File: src/rtl/fhe_cmd_issuer_pkg.sv
// Shared types and helpers for the FHE command issuer: command port layout,
// issuer FSM states and the blocking-command decode.
package fhe_cmd_issuer_pkg;

    localparam int COMMAND_WIDTH    = 8;
    localparam int FSIZE            = 32;
    localparam int CMD_ISSUER_DEPTH = 16;
    localparam int CMD_ENTRY_WIDTH  = COMMAND_WIDTH + 2 * FSIZE;

    localparam logic [COMMAND_WIDTH-1:0] COMMAND_RESET = 8'd111;

    typedef struct packed {
        logic                     valid;
        logic [COMMAND_WIDTH-1:0] command;
        logic [FSIZE-1:0]         data0;
        logic [FSIZE-1:0]         data1;
    } CommandDataPort;

    typedef enum logic [1:0] {
        ISS_IDLE,
        ISS_WAIT_DONE,
        ISS_ERROR
    } IssuerState;

    // NTT/INTT style runs (41-44, 51-58) hold the ALU until it reports done.
    function automatic logic is_blocking_cmd(input logic [COMMAND_WIDTH-1:0] cmd);
        return ((cmd >= 8'd41) && (cmd <= 8'd44)) ||
               ((cmd >= 8'd51) && (cmd <= 8'd58));
    endfunction

endpackage

File: src/rtl/fhe_cmd_issuer_if.sv
// Host-facing command queue port plus the ALU command/done link of the issuer.
interface fhe_cmd_issuer_if #(
    parameter int FIFO_DEPTH = 16
);
    import fhe_cmd_issuer_pkg::*;

    localparam int CNT_W = $clog2(FIFO_DEPTH) + 1;

    logic                     i_cmd_valid;
    logic                     o_cmd_ready;
    logic [COMMAND_WIDTH-1:0] i_cmd;
    logic [FSIZE-1:0]         i_data0;
    logic [FSIZE-1:0]         i_data1;
    CommandDataPort           o_cmd;
    logic                     i_alu_done;
    logic                     i_flush;
    logic                     i_err_clear;
    logic [CNT_W-1:0]         o_count;
    logic                     o_idle;
    logic                     o_timeout_err;

    modport master (
        output i_cmd_valid, i_cmd, i_data0, i_data1, i_alu_done, i_flush, i_err_clear,
        input  o_cmd_ready, o_cmd, o_count, o_idle, o_timeout_err
    );

    modport slave (
        input  i_cmd_valid, i_cmd, i_data0, i_data1, i_alu_done, i_flush, i_err_clear,
        output o_cmd_ready, o_cmd, o_count, o_idle, o_timeout_err
    );

endinterface

File: src/rtl/fhe_cmd_fifo.sv
// Synchronous command queue: array storage with a registered read port that
// holds the last popped entry, separate occupancy counter, synchronous flush.
module fhe_cmd_fifo #(
    parameter  int DEPTH = 16,
    parameter  int WIDTH = 72,
    localparam int PTR_W = $clog2(DEPTH),
    localparam int CNT_W = $clog2(DEPTH) + 1
) (
    input  logic             clk,
    input  logic             rst,
    input  logic             flush,
    input  logic             wr_en,
    input  logic [WIDTH-1:0] wr_data,
    input  logic             rd_en,
    output logic [WIDTH-1:0] rd_data,
    output logic [CNT_W-1:0] count,
    output logic             full,
    output logic             empty
);

    logic [WIDTH-1:0] mem [DEPTH];
    logic [PTR_W-1:0] wr_ptr_reg;
    logic [PTR_W-1:0] rd_ptr_reg;
    logic [CNT_W-1:0] count_reg;
    logic [WIDTH-1:0] rd_data_reg;
    logic             push_ok;
    logic             pop_ok;

    assign full    = (count_reg == CNT_W'(DEPTH));
    assign empty   = (count_reg == '0);
    // A flush wins over both ports: the same-cycle push is dropped.
    assign push_ok = wr_en && !full && !flush;
    assign pop_ok  = rd_en && !empty && !flush;

    always_ff @(posedge clk) begin
        if (push_ok) begin
            mem[wr_ptr_reg] <= wr_data;
        end
    end

    always_ff @(posedge clk or posedge rst) begin
        if (rst) begin
            rd_data_reg <= '0;
        end else if (pop_ok) begin
            rd_data_reg <= mem[rd_ptr_reg];
        end
    end

    always_ff @(posedge clk or posedge rst) begin
        if (rst) begin
            wr_ptr_reg <= '0;
            rd_ptr_reg <= '0;
            count_reg  <= '0;
        end else if (flush) begin
            rd_ptr_reg <= wr_ptr_reg;
            count_reg  <= '0;
        end else begin
            if (push_ok) begin
                wr_ptr_reg <= wr_ptr_reg + 1'b1;
            end
            if (pop_ok) begin
                rd_ptr_reg <= rd_ptr_reg + 1'b1;
            end
            case ({push_ok, pop_ok})
                2'b10:   count_reg <= count_reg + 1'b1;
                2'b01:   count_reg <= count_reg - 1'b1;
                default: count_reg <= count_reg;
            endcase
        end
    end

    assign rd_data = rd_data_reg;
    assign count   = count_reg;

endmodule

File: src/rtl/fhe_cmd_issuer.sv
// Issues queued host commands to the FHE ALU, one valid pulse per command,
// stalling after blocking commands until done or a timeout error.
module fhe_cmd_issuer
    import fhe_cmd_issuer_pkg::*;
#(
    parameter int FIFO_DEPTH     = CMD_ISSUER_DEPTH,
    parameter int TIMEOUT_CYCLES = 65535
) (
    input  logic            clk,
    input  logic            rst,
    fhe_cmd_issuer_if.slave bus
);

    localparam int CNT_W = $clog2(FIFO_DEPTH) + 1;
    localparam int TMR_W = (TIMEOUT_CYCLES > 1) ? $clog2(TIMEOUT_CYCLES) : 1;
    localparam logic [TMR_W-1:0] TMR_LAST = TMR_W'(TIMEOUT_CYCLES - 1);

    IssuerState                 state_reg;
    IssuerState                 state_next;
    logic [TMR_W-1:0]           timer_reg;
    logic [TMR_W-1:0]           timer_next;
    logic [TMR_W-1:0]           timer_eff;
    logic                       valid_reg;
    logic                       pop;
    logic                       blk_pulse;
    logic                       waiting;
    logic [CNT_W-1:0]           fifo_count;
    logic                       fifo_full;
    logic                       fifo_empty;
    logic [CMD_ENTRY_WIDTH-1:0] head_data;

    fhe_cmd_fifo #(
        .DEPTH (FIFO_DEPTH),
        .WIDTH (CMD_ENTRY_WIDTH)
    ) u_fifo (
        .clk     (clk),
        .rst     (rst),
        .flush   (bus.i_flush),
        .wr_en   (bus.i_cmd_valid),
        .wr_data ({bus.i_cmd, bus.i_data0, bus.i_data1}),
        .rd_en   (pop),
        .rd_data (head_data),
        .count   (fifo_count),
        .full    (fifo_full),
        .empty   (fifo_empty)
    );

    // The popped entry is only visible one cycle later (registered read), so the
    // cycle carrying a blocking pulse is treated as the first wait cycle, timer 0.
    assign blk_pulse = valid_reg && is_blocking_cmd(head_data[CMD_ENTRY_WIDTH-1 -: COMMAND_WIDTH]);
    assign waiting   = (state_reg == ISS_WAIT_DONE) || ((state_reg == ISS_IDLE) && blk_pulse);

    always_comb begin
        state_next = state_reg;
        timer_next = timer_reg;
        timer_eff  = (state_reg == ISS_WAIT_DONE) ? timer_reg : '0;
        pop        = 1'b0;

        if (waiting) begin
            if (bus.i_alu_done) begin
                state_next = ISS_IDLE;
            end else if (timer_eff == TMR_LAST) begin
                state_next = ISS_ERROR;
            end else begin
                state_next = ISS_WAIT_DONE;
                timer_next = timer_eff + 1'b1;
            end
        end else if ((state_reg == ISS_ERROR) && bus.i_err_clear) begin
            state_next = ISS_IDLE;
        end

        // Leaving a stall pops on the same edge, so the next pulse lands one cycle later.
        pop = !fifo_empty && !bus.i_flush &&
              ((waiting && bus.i_alu_done) ||
               ((state_reg == ISS_IDLE) && !blk_pulse) ||
               ((state_reg == ISS_ERROR) && bus.i_err_clear));
    end

    always_ff @(posedge clk or posedge rst) begin
        if (rst) begin
            state_reg <= ISS_IDLE;
            timer_reg <= '0;
            valid_reg <= 1'b0;
        end else begin
            state_reg <= state_next;
            timer_reg <= timer_next;
            valid_reg <= pop;
        end
    end

    assign bus.o_cmd         = {valid_reg, head_data};
    assign bus.o_cmd_ready   = !fifo_full;
    assign bus.o_count       = fifo_count;
    assign bus.o_idle        = fifo_empty && (state_reg == ISS_IDLE) && !blk_pulse;
    assign bus.o_timeout_err = (state_reg == ISS_ERROR);

endmodule

File: src/flat_wrapper.sv
// flat-port wrapper written by rule: the top's interface ports become plain ports
module fhe_cmd_issuer_flat import fhe_cmd_issuer_pkg::*;
#(
    parameter int FIFO_DEPTH     = CMD_ISSUER_DEPTH,
    parameter int TIMEOUT_CYCLES = 65535
)
  (clk, rst, bus_i_cmd_valid, bus_i_cmd, bus_i_data0, bus_i_data1, bus_i_alu_done, bus_i_flush, bus_i_err_clear, bus_o_cmd_ready, bus_o_cmd, bus_o_count, bus_o_idle, bus_o_timeout_err);
  fhe_cmd_issuer_if #(.FIFO_DEPTH(FIFO_DEPTH)) bus_i ();
  input  logic clk;
  input  logic rst;
  input wire logic [$bits(bus_i.i_cmd_valid)-1:0] bus_i_cmd_valid;
  input wire logic [$bits(bus_i.i_cmd)-1:0] bus_i_cmd;
  input wire logic [$bits(bus_i.i_data0)-1:0] bus_i_data0;
  input wire logic [$bits(bus_i.i_data1)-1:0] bus_i_data1;
  input wire logic [$bits(bus_i.i_alu_done)-1:0] bus_i_alu_done;
  input wire logic [$bits(bus_i.i_flush)-1:0] bus_i_flush;
  input wire logic [$bits(bus_i.i_err_clear)-1:0] bus_i_err_clear;
  output wire logic [$bits(bus_i.o_cmd_ready)-1:0] bus_o_cmd_ready;
  output wire logic [$bits(bus_i.o_cmd)-1:0] bus_o_cmd;
  output wire logic [$bits(bus_i.o_count)-1:0] bus_o_count;
  output wire logic [$bits(bus_i.o_idle)-1:0] bus_o_idle;
  output wire logic [$bits(bus_i.o_timeout_err)-1:0] bus_o_timeout_err;
  assign bus_i.i_cmd_valid = bus_i_cmd_valid;
  assign bus_i.i_cmd = bus_i_cmd;
  assign bus_i.i_data0 = bus_i_data0;
  assign bus_i.i_data1 = bus_i_data1;
  assign bus_i.i_alu_done = bus_i_alu_done;
  assign bus_i.i_flush = bus_i_flush;
  assign bus_i.i_err_clear = bus_i_err_clear;
  assign bus_o_cmd_ready = bus_i.o_cmd_ready;
  assign bus_o_cmd = bus_i.o_cmd;
  assign bus_o_count = bus_i.o_count;
  assign bus_o_idle = bus_i.o_idle;
  assign bus_o_timeout_err = bus_i.o_timeout_err;
  fhe_cmd_issuer #(.FIFO_DEPTH(FIFO_DEPTH), .TIMEOUT_CYCLES(TIMEOUT_CYCLES)) u_core (.clk(clk), .rst(rst), .bus(bus_i));
endmodule
File: config.mk
export PLATFORM = sky130hd
export DESIGN_NAME = fhe_cmd_issuer_flat
export DESIGN_NICKNAME = d
export VERILOG_FILES = /design/src/rtl/fhe_cmd_issuer_pkg.sv /design/src/rtl/fhe_cmd_issuer_if.sv /design/src/rtl/fhe_cmd_fifo.sv /design/src/rtl/fhe_cmd_issuer.sv /design/src/flat_wrapper.sv
export SDC_FILE = /design/constraint.sdc
export NUM_CORES = 1
export LEC_CHECK = 0
export ABC_AREA = 1
export CAP_MARGIN = 20
export CELL_PAD_IN_SITES_DETAIL_PLACEMENT = 1
export CELL_PAD_IN_SITES_GLOBAL_PLACEMENT = 2
export CORE_MARGIN = 2
export CORE_UTILIZATION = 23
export DETAILED_ROUTE_END_ITERATION = 12
export GPL_TIMING_DRIVEN = 0
export PLACE_DENSITY_LB_ADDON = 0.12
export SLEW_MARGIN = 20
export SYNTH_ARGS = -nofsm -noshare
export SYNTH_HDL_FRONTEND = slang
export SYNTH_HIERARCHICAL = 1
export SYNTH_SLANG_ARGS = --single-unit
File: constraint.sdc
create_clock -name clk -period 7.7 [get_ports clk]
set_input_delay 1.925 -clock clk [delete_from_list [all_inputs] [get_ports clk]]
set_output_delay 1.925 -clock clk [all_outputs]
set_load 0.1 [all_outputs]
; ---- Yosys cells after proc, flatten, opt, wreduce, memory -nomap -nowiden
; Memories as Yosys holds them, arrays and structs flattened. A register that Yosys moved wholly into a read port is not among the register bits.
; Index checks and enable logic that the tools add are counted.
[totals]
reg_bits = 32
mem_bits_rw = 1152
input_bits = 78
wordCells = 66
mem_count = 1
[memory_table]
columns = memory, words, width, rd, rd_ports_with_merged_regs, write_ports, line_no
row1 = u_core.u_fifo.mem, 16, 72, 1, 1, 1, fhe_cmd_fifo.sv:21  ; logic [WIDTH-1:0] mem [DEPTH];
[op_classes]
addsub = 5
magnitude_cmp = 4
n_eq_ne = 6
muxes = 11
bitwise = 3
reduce_logical = 30
[ops]
columns = cell, count
row1 = "adder 16 x 1 -> 16 bit, second input constant", 1
row2 = "== test 16 bit, second input constant", 1
row3 = ">= comparator 8 x 6 -> 1 bit, second input constant", 2
row4 = "less-or-equal comparator 8 x 6 -> 1 bit, second input constant", 2
row5 = two-way mux 16 bit, 1
row6 = logical AND 1 bit, 15
row7 = case mux 5 bit (2 select lines), 1
row8 = "adder 4 x 1 -> 4 bit, second input constant", 2
row9 = two-way mux 2 bit, 4
row10 = two-way mux 4 bit, 2
row11 = "adder 5 x 1 -> 5 bit, second input constant", 1
row12 = "== test 5 bit, second input constant", 1
row13 = zero test 5 bit, 1
row14 = two-way mux 5 bit, 1
row15 = "subtractor 5 x 1 -> 5 bit, second input constant", 1
row16 = "== test 2 x 1 -> 1 bit, second input constant", 2
row17 = "== test 2 bit, second input constant", 2
row18 = zero test 1 bit, 4
row19 = logical OR 1 bit, 4
row20 = nonzero test 2 bit, 2
row21 = inverter 1 bit, 3
row22 = AND reduction 3 bit, 1
row23 = nonzero test 3 bit, 1
row24 = zero test 2 bit, 1
row25 = 2 further kinds, 3

; ---- Longest topological paths before layout
; Gate-level depths: netlist (run 1).
[depth]
word_depth = 15
ltp_mapped = 21

; ---- Cells and area by module
; The synthesis (run 1) kept the hierarchy.
[modules_own_cells]
columns = mod, instances, cells_per_inst, area_per_inst_um2, seq_area_each_um2
row1 = fhe_cmd_fifo, 1, 3821, 48696.7, 36720.2
row2 = fhe_cmd_issuer, 1, 242, 1532.7, 475.5

; ---- Worst setup path after synthesis (run 1)
; No wires, ideal clock.
[synth_path]
path_kind = input port to flip-flop
from = in bus_i_cmd_valid
to = mem u_core.u_fifo.mem[11][0], enable pin
setup_time_ns = 0.503
arrival_time_ns = 5.469
t_required_ns = 7.197
path_slack_ns = 1.728
cell_stages = 4
path_cell_list = nand2_1 -> nor2_1 -> nand2_1 -> nor2_1
[synth_via]
elab_chain_len = 4
[synth_rtl]
columns = element, line_no
row1 = "start, declared", flat_wrapper.sv:11  ; input wire logic [$bits(bus_i.i_cmd_valid)-1:0] bus_i_cmd_valid;
row2 = logical AND 1 bit (2 in a row), fhe_cmd_fifo.sv:32  ; assign push_ok = wr_en && !full && !flush;
row3 = two-way mux 1 bit, fhe_cmd_fifo.sv:36  ; if (push_ok) begin
row4 = two-way mux 1 bit (not written as such), fhe_cmd_fifo.sv:37  ; mem[wr_ptr_reg] <= wr_data;
row5 = "end, declared", fhe_cmd_fifo.sv:21
; Every way passes these cells.

; ---- Worst setup path after layout (run 1)
[layout_path]
from = reg u_core.state_reg[0]
to = out bus_o_idle
[layout_via]
elab_chain_len = 3
[layout_rtl]
columns = element, line_no
row1 = "start, declared", fhe_cmd_issuer.sv:18  ; IssuerState state_reg;
row2 = "start signal, assigned", fhe_cmd_issuer.sv:85  ; state_reg <= state_next;
row3 = zero test 2 bit, fhe_cmd_issuer.sv:94  ; assign bus.o_idle = fifo_empty && (state_reg == ISS_IDLE) && !blk_pulse;
row4 = logical AND 1 bit (2 in a row), fhe_cmd_issuer.sv:94
row5 = "end, declared", flat_wrapper.sv:21  ; output wire logic [$bits(bus_i.o_idle)-1:0] bus_o_idle;
; Every way passes these cells.

==> results.md, run 1 <==
Final layout:
- The synthesis-to-layout area growth is 23.31%.
- The top cell types in the final layout, fill and taps aside, are sky130_fd_sc_hd__nand2_1, sky130_fd_sc_hd__edfxtp_1, sky130_fd_sc_hd__nand3_1.
- Measured on the finished design, the core utilization comes to 0.2852.
- The register with the most flip-flops in the layout has 1152 of them.
- For this run, the number of standard cells in the final layout without fillers is 7440.
- The most common cell after layout, fill and taps aside is sky130_fd_sc_hd__nand2_1.
- Counting the fill cells in the layout gives 23.50k.
- The final layout contains 4536 nets.
- Of the cells placed in the final design, the portion with a size suffix greater than 1 is 0.1029.

Clock network:
- TritonCTS built the clock tree.
- The insertion delay to the later sink of the worst-skew pair is 0.81 ns.
- The post-CTS clock slew at the launch and capture registers of the worst setup and hold paths is 0.06 ns.
- The count of instances resized after the clock tree is built is 0.
- The tree is rooted in a sky130_fd_sc_hd__clkbuf_16.
- The number of buffers on the longest clock path is 3.
- CTS saw 1256 sinks.
- The quantity of hold-fixing buffers added after cts is 0.
- In this run, CTS created clock tree buffers numbering 157.
- The clock tree synthesis step divided the H-tree into 4 levels.
- The number of setup buffers added after CTS is 0.

Route:
- For this run, design rule violations remaining after detail routing come to 0.
- The routed wire length per instance is 23.94 um.
- The first routing iteration left 1901 violations.
- The pre-antenna-repair detailed-routing pass consisted of 5 iterations.
- The total vias in the final route is 32.78k.
- In this run the remaining antenna-violating nets after routing total 0.
- The ratio of routed vias to standard cells is 4.406.
- The wire length reported by the detailed router is 178.1 mm.

Global route:
- The number of antenna violations at the first check in global routing is 19.
- The wire length of the first global-routing pass is 256.2 mm.
- The maximum number of pins on one net before global-route repair is 51.
- The total congestion overflow after global routing is 0.
- The global routing usage summed across all routing layers is 0.1596.
- The via count of the first global-routing pass is 34.12k.

Timing:
- Headroom to the max-slew limit came out at 0.2893.
- The worst clock skew is 0.03124 ns.
- Dividing the final minimum period by the clock period gives 0.6488.
- Setup repair after global routing left no endpoint under its margin.
- The number of setup violations in the final report is 0.
- The final worst slack is 2.704 ns.
- Hold is met by 0.4776 ns.
- The number of slew-limit violations in the final report was 0.
- The smallest clock period supported by the final layout is computed as 4.996 ns.
- The achievable frequency is 200.2 MHz.
- The number of hold violations in the final report was 0.
- At the pin with the least slew margin, the transition time is 1.063 ns.

Place:
- The worst slack at placement is 2.523 ns.
- During placement, the flow inserted port buffers numbering 158.
- The total half-perimeter wirelength after legalization and detailed placement is 121.8 mm.
- In this run, placement finished with an instance count of 7142.
- At the end of routability-driven placement, the weighted congestion stood at 0.7184.

Floorplanning:
- The floorplan die height is 471.3 um.
- From left edge to right edge, the die measures 471.3 um.
- The core region is 0.2172 mm^2.
- The initialized floorplan defines 171 standard-cell rows.
- For this configuration, the core starts out at a cell density of 0.2313.
- The overall die area is 0.2221 mm^2.
- The number of top-level pins is 159.

Hold path:
- The worst min-delay path endpoint is u_core/u_fifo/rd_data[57].
- In this run the most critical hold path is launched from u_core/u_fifo/rd_data[57].
- The number of stages on the worst hold path is 2.
- The worst hold path belongs to the class flip-flop to flip-flop.

Power and ir drop:
- The analysis attributes to cell leakage a power of 22.06 nW.
- Dividing total power by cell area gives a power density of 325.2 mW/mm^2.
- The worst supply voltage drop on vdd is 0.2450 mV.
- The total power is 20.14 mW.

Setup path:
- Of all nets on the critical path, the largest fanout is 10.
- Data arrives at the worst endpoint at 3.07 ns.
- The launching element type of the critical path is a flip-flop.
- The startpoint identified for the worst register-to-register timing path is u_core/state_reg[0].
- The critical path is of the flip-flop to output port type.
- The capture point of the worst reg-to-reg path is u_core/u_fifo/rd_data[37].
- STA classifies the critical path endpoint as an output port.
- The worst-case register-to-register setup slack is 4.28 ns.
- For the worst setup path, the data required time is 5.78 ns.
- The worst reg-to-reg path cell count is 11.
- The worst setup path startpoint is u_core/state_reg[0].

Yosys:
- The total nets after synthesis is 4152.
- Yosys mapped a number of flops with a built-in enable equal to 1152.
- After synthesis, the share of flip-flops with an asynchronous set or reset is 0.08280.
- Synthesis produced 4063 cells.
- By area the synthesized netlist is led by sky130_fd_sc_hd__edfxtp_1, sky130_fd_sc_hd__nand2_1, sky130_fd_sc_hd__nand3_1.
- Counting flops and latches in the post-synthesis netlist gives 1256.
- The count of distinct cell types in the synthesized netlist is 34.
- Summing every instance area after synthesis gives 0.05023 mm^2.
- For this run, the register share of the synthesized area comes to 0.7405.
- The most used flip-flop cell after synthesis is sky130_fd_sc_hd__edfxtp_1.
- The number of warnings reported in the yosys synthesis log is 6.
- The average cell area after synthesis is 12.36 um^2.
- The cell type contributing the most total cell area after synthesis is sky130_fd_sc_hd__edfxtp_1.
- The area share of the leading cell type in the synthesized netlist is 0.6887.

Status:
- The run finished with clean final reports.

Run:
- The tool flagged a number of max-cap violations equal to 0.
-- worst max-delay path by stage --
| stage | cells past startpoint | end |
|---|---|---|
| after CTS | 6 | bus_o_idle |
| after floorplan | 4 | u_core/u_fifo/mem[11][0] |
| after global placement | 5 | u_core/u_fifo/mem[7][37] |
| after global routing | 6 | bus_o_idle |
| after detailed placement | 9 | u_core/u_fifo/rd_data[37] |
| final | 6 | bus_o_idle |
-- metrics by stage --
stage,TNS [ns],area [um^2]
finish,0,61940
global route,0,61930
CTS,0,61920
detailed placement,0,57030
global placement,-3468.96,55380
floorplan,0,50230
-- worst max-delay path, stage by stage (launching register included) --
cell and delay, ns:
sky130_fd_sc_hd__dfrtp_1 0.36, sky130_fd_sc_hd__buf_4 0.17, sky130_fd_sc_hd__buf_2 0.21, sky130_fd_sc_hd__nor2_1 0.22, sky130_fd_sc_hd__nand3_1 0.11, sky130_fd_sc_hd__inv_1 0.07, sky130_fd_sc_hd__clkdlybuf4s50_1 1.12
-- cell type report --
class	count	area (um^2)	share of cell area
Inverter	46	185.2	0.002990
Sequential cell	1256	37200	0.6005
Antenna cell	7	17.52	0.0002828
Clock buffer	226	4372	0.07058
Buffer	243	1136	0.01834
Clock inverter	65	519.2	0.008383
Tap cell	2854	3571	0.05765
Multi-Input combinational cell	2518	11840	0.1912
Timing Repair Buffer	225	3098	0.05002
-- where the power goes --
part | internal (mW) | switching, mW | leakage, nW
clock network | 4.09 | 3.01 | 2.39
logic | 1.30 | 3.89 | 7.87
registers | 7.78 | 0.0758 | 11.8
-- layer usage --
metal,vias to the layer above,share of wire,GRT usage
met4,0,0.020,0.04012
met2,538,0.46,0.2538
met5,-,0,0
li1,15284,-,-
met1,16744,0.49,0.2281
met3,218,0.031,0.02181
-- cell families (layout without fill, tap and decap cells) --
group,count (synthesis),in the layout,share of synthesized area
adder cells (fa/ha/maj),11,11,0.002890
buffers and inverters,289,805,0.02611
XOR/XNOR,12,12,0.002093
flip-flops,1256,1256,0.7405
other,0,7,0
AND/OR/NAND/NOR,2045,2045,0.1688
AO/OA/AOI/OAI,450,450,0.05956
-- synth_stat cells (2+ instances only) --
cell,count
sky130_fd_sc_hd__nand3_1,551
sky130_fd_sc_hd__nor2_2,4
sky130_fd_sc_hd__nand4_1,9
sky130_fd_sc_hd__nor2_1,56
sky130_fd_sc_hd__nand2_1,1411
sky130_fd_sc_hd__clkbuf_1,66
sky130_fd_sc_hd__inv_1,40
sky130_fd_sc_hd__dfrtp_1,104
sky130_fd_sc_hd__inv_2,4
sky130_fd_sc_hd__nand2_2,3
sky130_fd_sc_hd__a21oi_1,149
sky130_fd_sc_hd__edfxtp_1,1152
sky130_fd_sc_hd__buf_4,8
sky130_fd_sc_hd__o221ai_1,2
sky130_fd_sc_hd__ha_1,10
sky130_fd_sc_hd__inv_4,2
sky130_fd_sc_hd__buf_1,21
sky130_fd_sc_hd__xor2_1,9
sky130_fd_sc_hd__nor2_8,2
sky130_fd_sc_hd__nor2_4,2
sky130_fd_sc_hd__xnor2_1,3
sky130_fd_sc_hd__nand3b_1,4
sky130_fd_sc_hd__a21boi_0,144
sky130_fd_sc_hd__o21bai_1,2
sky130_fd_sc_hd__o211ai_1,146
sky130_fd_sc_hd__o21ai_0,5
sky130_fd_sc_hd__buf_2,147
Note: power is estimated with default switching activity, not from simulation.
==> run 2: changes to the inputs <==
==> constraint.sdc (replaced) <==
create_clock -name clk -period 4.4 [get_ports clk]
set_input_delay 1.1 -clock clk [delete_from_list [all_inputs] [get_ports clk]]
set_output_delay 1.1 -clock clk [all_outputs]
set_load 0.1 [all_outputs]
==> run 2 against run 1 <==
  * Clock power rose by 76%
  * Highest routed layer is now met5
  * Design area barely moved
  * Die area did not move
  * Global-route usage fell by 0.19 points
  * Critical endpoint unchanged
  * Combinational power rose by 74%
  * Power rose by 75%
==> results.md, run 2 (synthesized netlist as in run 1, its figures left out) <==
Status:
- The run finished with clean final reports.

Setup path:
- The data arrival time of the critical path is 3.05 ns.
- The launching element type of the critical path is a flip-flop.
- The endpoint kind of the worst setup timing path is an output port.
- STA puts the critical path data required time at 3.30 ns.
- The delay of the slowest critical-path stage is 1.12 ns.
- The biggest fanout along the worst timing path is 10.
- The signal on the critical path passes through buf_4, buf_2, nor2_1, nand3_1, inv_1, clkdlybuf4s50_1.
- The critical path is of the flip-flop to output port type.
- The slowest stage of the critical path belongs to the cell sky130_fd_sc_hd__clkdlybuf4s50_1.

Route:
- The routed wire length per instance is 23.63 um.
- The wire length reported by the detailed router is 175.5 mm.
- The number of violations reported at the end of detailed-routing iteration 0 is 1708.
- After detailed routing, the number of vias per cell comes to 4.384.
- The total vias in the final route is 32.57k.
- In the routed design, unresolved DRC markers number 0.
- The count of nets left with antenna violations once routing finished came out at 0.
- Before antenna repair, the detailed router went through 5 iterations.

Clock network:
- The TritonCTS clock tree is yes.
- The root buffer selected by CTS is sky130_fd_sc_hd__clkbuf_16.
- The number of buffers created by CTS is 153.
- In this run, post-CTS hold repair placed 0 buffers.
- CTS built an H-tree with a depth of 4.
- The number of buffers on the longest clock path is 3.
- The insertion delay to the later sink of the worst-skew pair is 0.78 ns.
- After clock tree synthesis, the clock-pin slew on the worst setup and hold paths is 0.05 ns.
- The number of clock sinks seen by CTS is 1256.
- In this run the post-CTS setup repair buffer count came out at 0.
- The count of instances resized after the clock tree is built is 0.

Final layout:
- The number of nets at the end of the flow is 4531.
- From synthesis to final layout, the design area changed by 23.40%.
- In the final layout, the share of cells above drive strength 1 is 0.1034.
- The flip-flop count of the largest register after layout is 1152.
- The most common cell after layout, fill and taps aside is sky130_fd_sc_hd__nand2_1.
- The end-of-flow core utilization is 0.2854.
- The post-route standard cell area excluding fillers is 0.06198 mm^2.
- Leaving out fill and tap cells, the most frequent cells in the layout are sky130_fd_sc_hd__nand2_1, sky130_fd_sc_hd__edfxtp_1, sky130_fd_sc_hd__nand3_1.

Place:
- OpenSTA, run right after detailed placement, puts the worst setup slack at 0.01474 ns.
- Input and output buffers added on the ports amount to 158.
- At the end of routability-driven placement, the weighted congestion stood at 0.7034.
- Summing all placed instances gives a cell area of 0.05701 mm^2.
- The total half-perimeter wirelength after legalization and detailed placement is 121.8 mm.

Power and ir drop:
- The leakage dissipation is 22.07 nW.
- The share of total power dissipated in the clock network is 0.355.
- The logic gate share of total power is 0.256.
- The worst supply voltage drop on vdd is 0.3584 mV.
- Power spread over the standard cell area amounts to 569.9 mW/mm^2.
- The share of total power dissipated in sequential elements is 0.389.
- The switching power as a share of total power is 0.3421.
- The switching component of the power is 12.08 mW.
- The total power is 35.32 mW.
- Cell internal power was estimated by the tool at 23.24 mW.

Floorplanning:
- The overall die area is 0.2221 mm^2.
- The area of the core is 0.2172 mm^2.
- After floorplanning, the core was divided into 171 placement rows.
- From bottom edge to top edge, the die measures 471.3 um.
- The die is 471.3 um wide.
- For this design the top-level I/O count stands at 159.
- For this configuration, the core starts out at a cell density of 0.2313.

Hold path:
- The path class of the tightest hold or removal check is flip-flop to flip-flop.

Global route:
- The via count of the first global-routing pass is 34.13k.
- The total overflow left after global routing is 0.
- The number of antenna violations at the first check in global routing was 21.
- The wire length of the first global-routing pass is 253.2 mm.
- The maximum number of pins on one net before global-route repair is 56.
- The global routing usage summed across all routing layers is 0.1577.

Timing:
- The number of slew-limit violations in the final report is 0.
- Summed over all failing endpoints, the final setup total negative slack is 0 ns.
- The number of hold violations in the final report is 0.
- Setup violations remaining at the end of the flow were counted as 0.
- The achievable frequency is 241.1 MHz.
- Dividing the final minimum period by the clock period gives 0.9427.
- The relative slew slack is 0.3085.
- Counting I/O delays and the setup requirement, the final critical path takes 4.148 ns.
- The transition at the pin with the smallest max-transition slack is 1.034 ns.
- Setup repair after global routing left no endpoint under its margin.
- The worst clock skew is 0.02217 ns.
- The worst path meets setup with 0.2521 ns of slack.

Run:
- The max-capacitance violation count is 0.
==> run 2: critical path: cells and delay by family, from the launching register on <==
family,cells,cell delay (ns)
buffers and inverters,4,1.58
flip-flops,1,0.35
AND/OR/NAND/NOR,2,0.34
==> run 2: power by group through the flow <==
stage          Combinational [mW]  Clock (mW)  Sequential (mW)
4_1_cts                      9.36        13.0             13.7
5_1_grt                      10.0        13.4             13.8
3_3_place_gp                 9.04           0             14.1
6_report                     9.04        12.5             13.7
2_1_floorplan                4.80           0             14.0
3_5_place_dp                 9.34           0             14.0
==> run 2: stage by stage <==
stage	instances	hold slack [ns]
CTS	7421	0.4860
global route	7422	0.5005
global placement	7075	0.4675
detailed placement	7141	0.4653
finish	7428	0.4773
floorplan	4063	0.4496
==> run 2: metal layers <==
layer	share of wire	track usage	wire, um	vias up
met5	0.00015	0	27	-
met4	0.019	0.03657	3309	4
met3	0.042	0.02547	7296	192
met2	0.46	0.2530	81120	578
met1	0.48	0.2222	83780	16536
li1	-	-	-	15258
==> run 2: cell type report <==
cell class                 instances  area (um^2)
clock buffer                     218         4297
buffer                           243         1136
antenna                            7        17.52
inverter                          46        185.2
multi-input combinational       2518        11840
tap                             2854         3571
clock inverter                    62        654.4
fill                           23500       155200
timing repair buffer             224         3083
sequential                      1256        37200
==> run 2: final timing paths <==
kind | startpoint | end | slack, ns | cells after the start
worst min register to register | u_core/u_fifo/rd_data[49] | u_core/u_fifo/rd_data[49] | 0.48 | 2
worst max-delay path | u_core/state_reg[0] | bus_o_idle | 0.25 | 6
max in group asynchronous | rst | u_core/timer_reg[4] | 2.86 | 2
worst max register to register | u_core/u_fifo/rd_data[71] | u_core/u_fifo/rd_data[40] | 0.94 | 13
worst min-delay path | u_core/u_fifo/rd_data[49] | u_core/u_fifo/rd_data[49] | 0.48 | 2
min in group asynchronous | rst | u_core/u_fifo/count[3] | 0.70 | 2
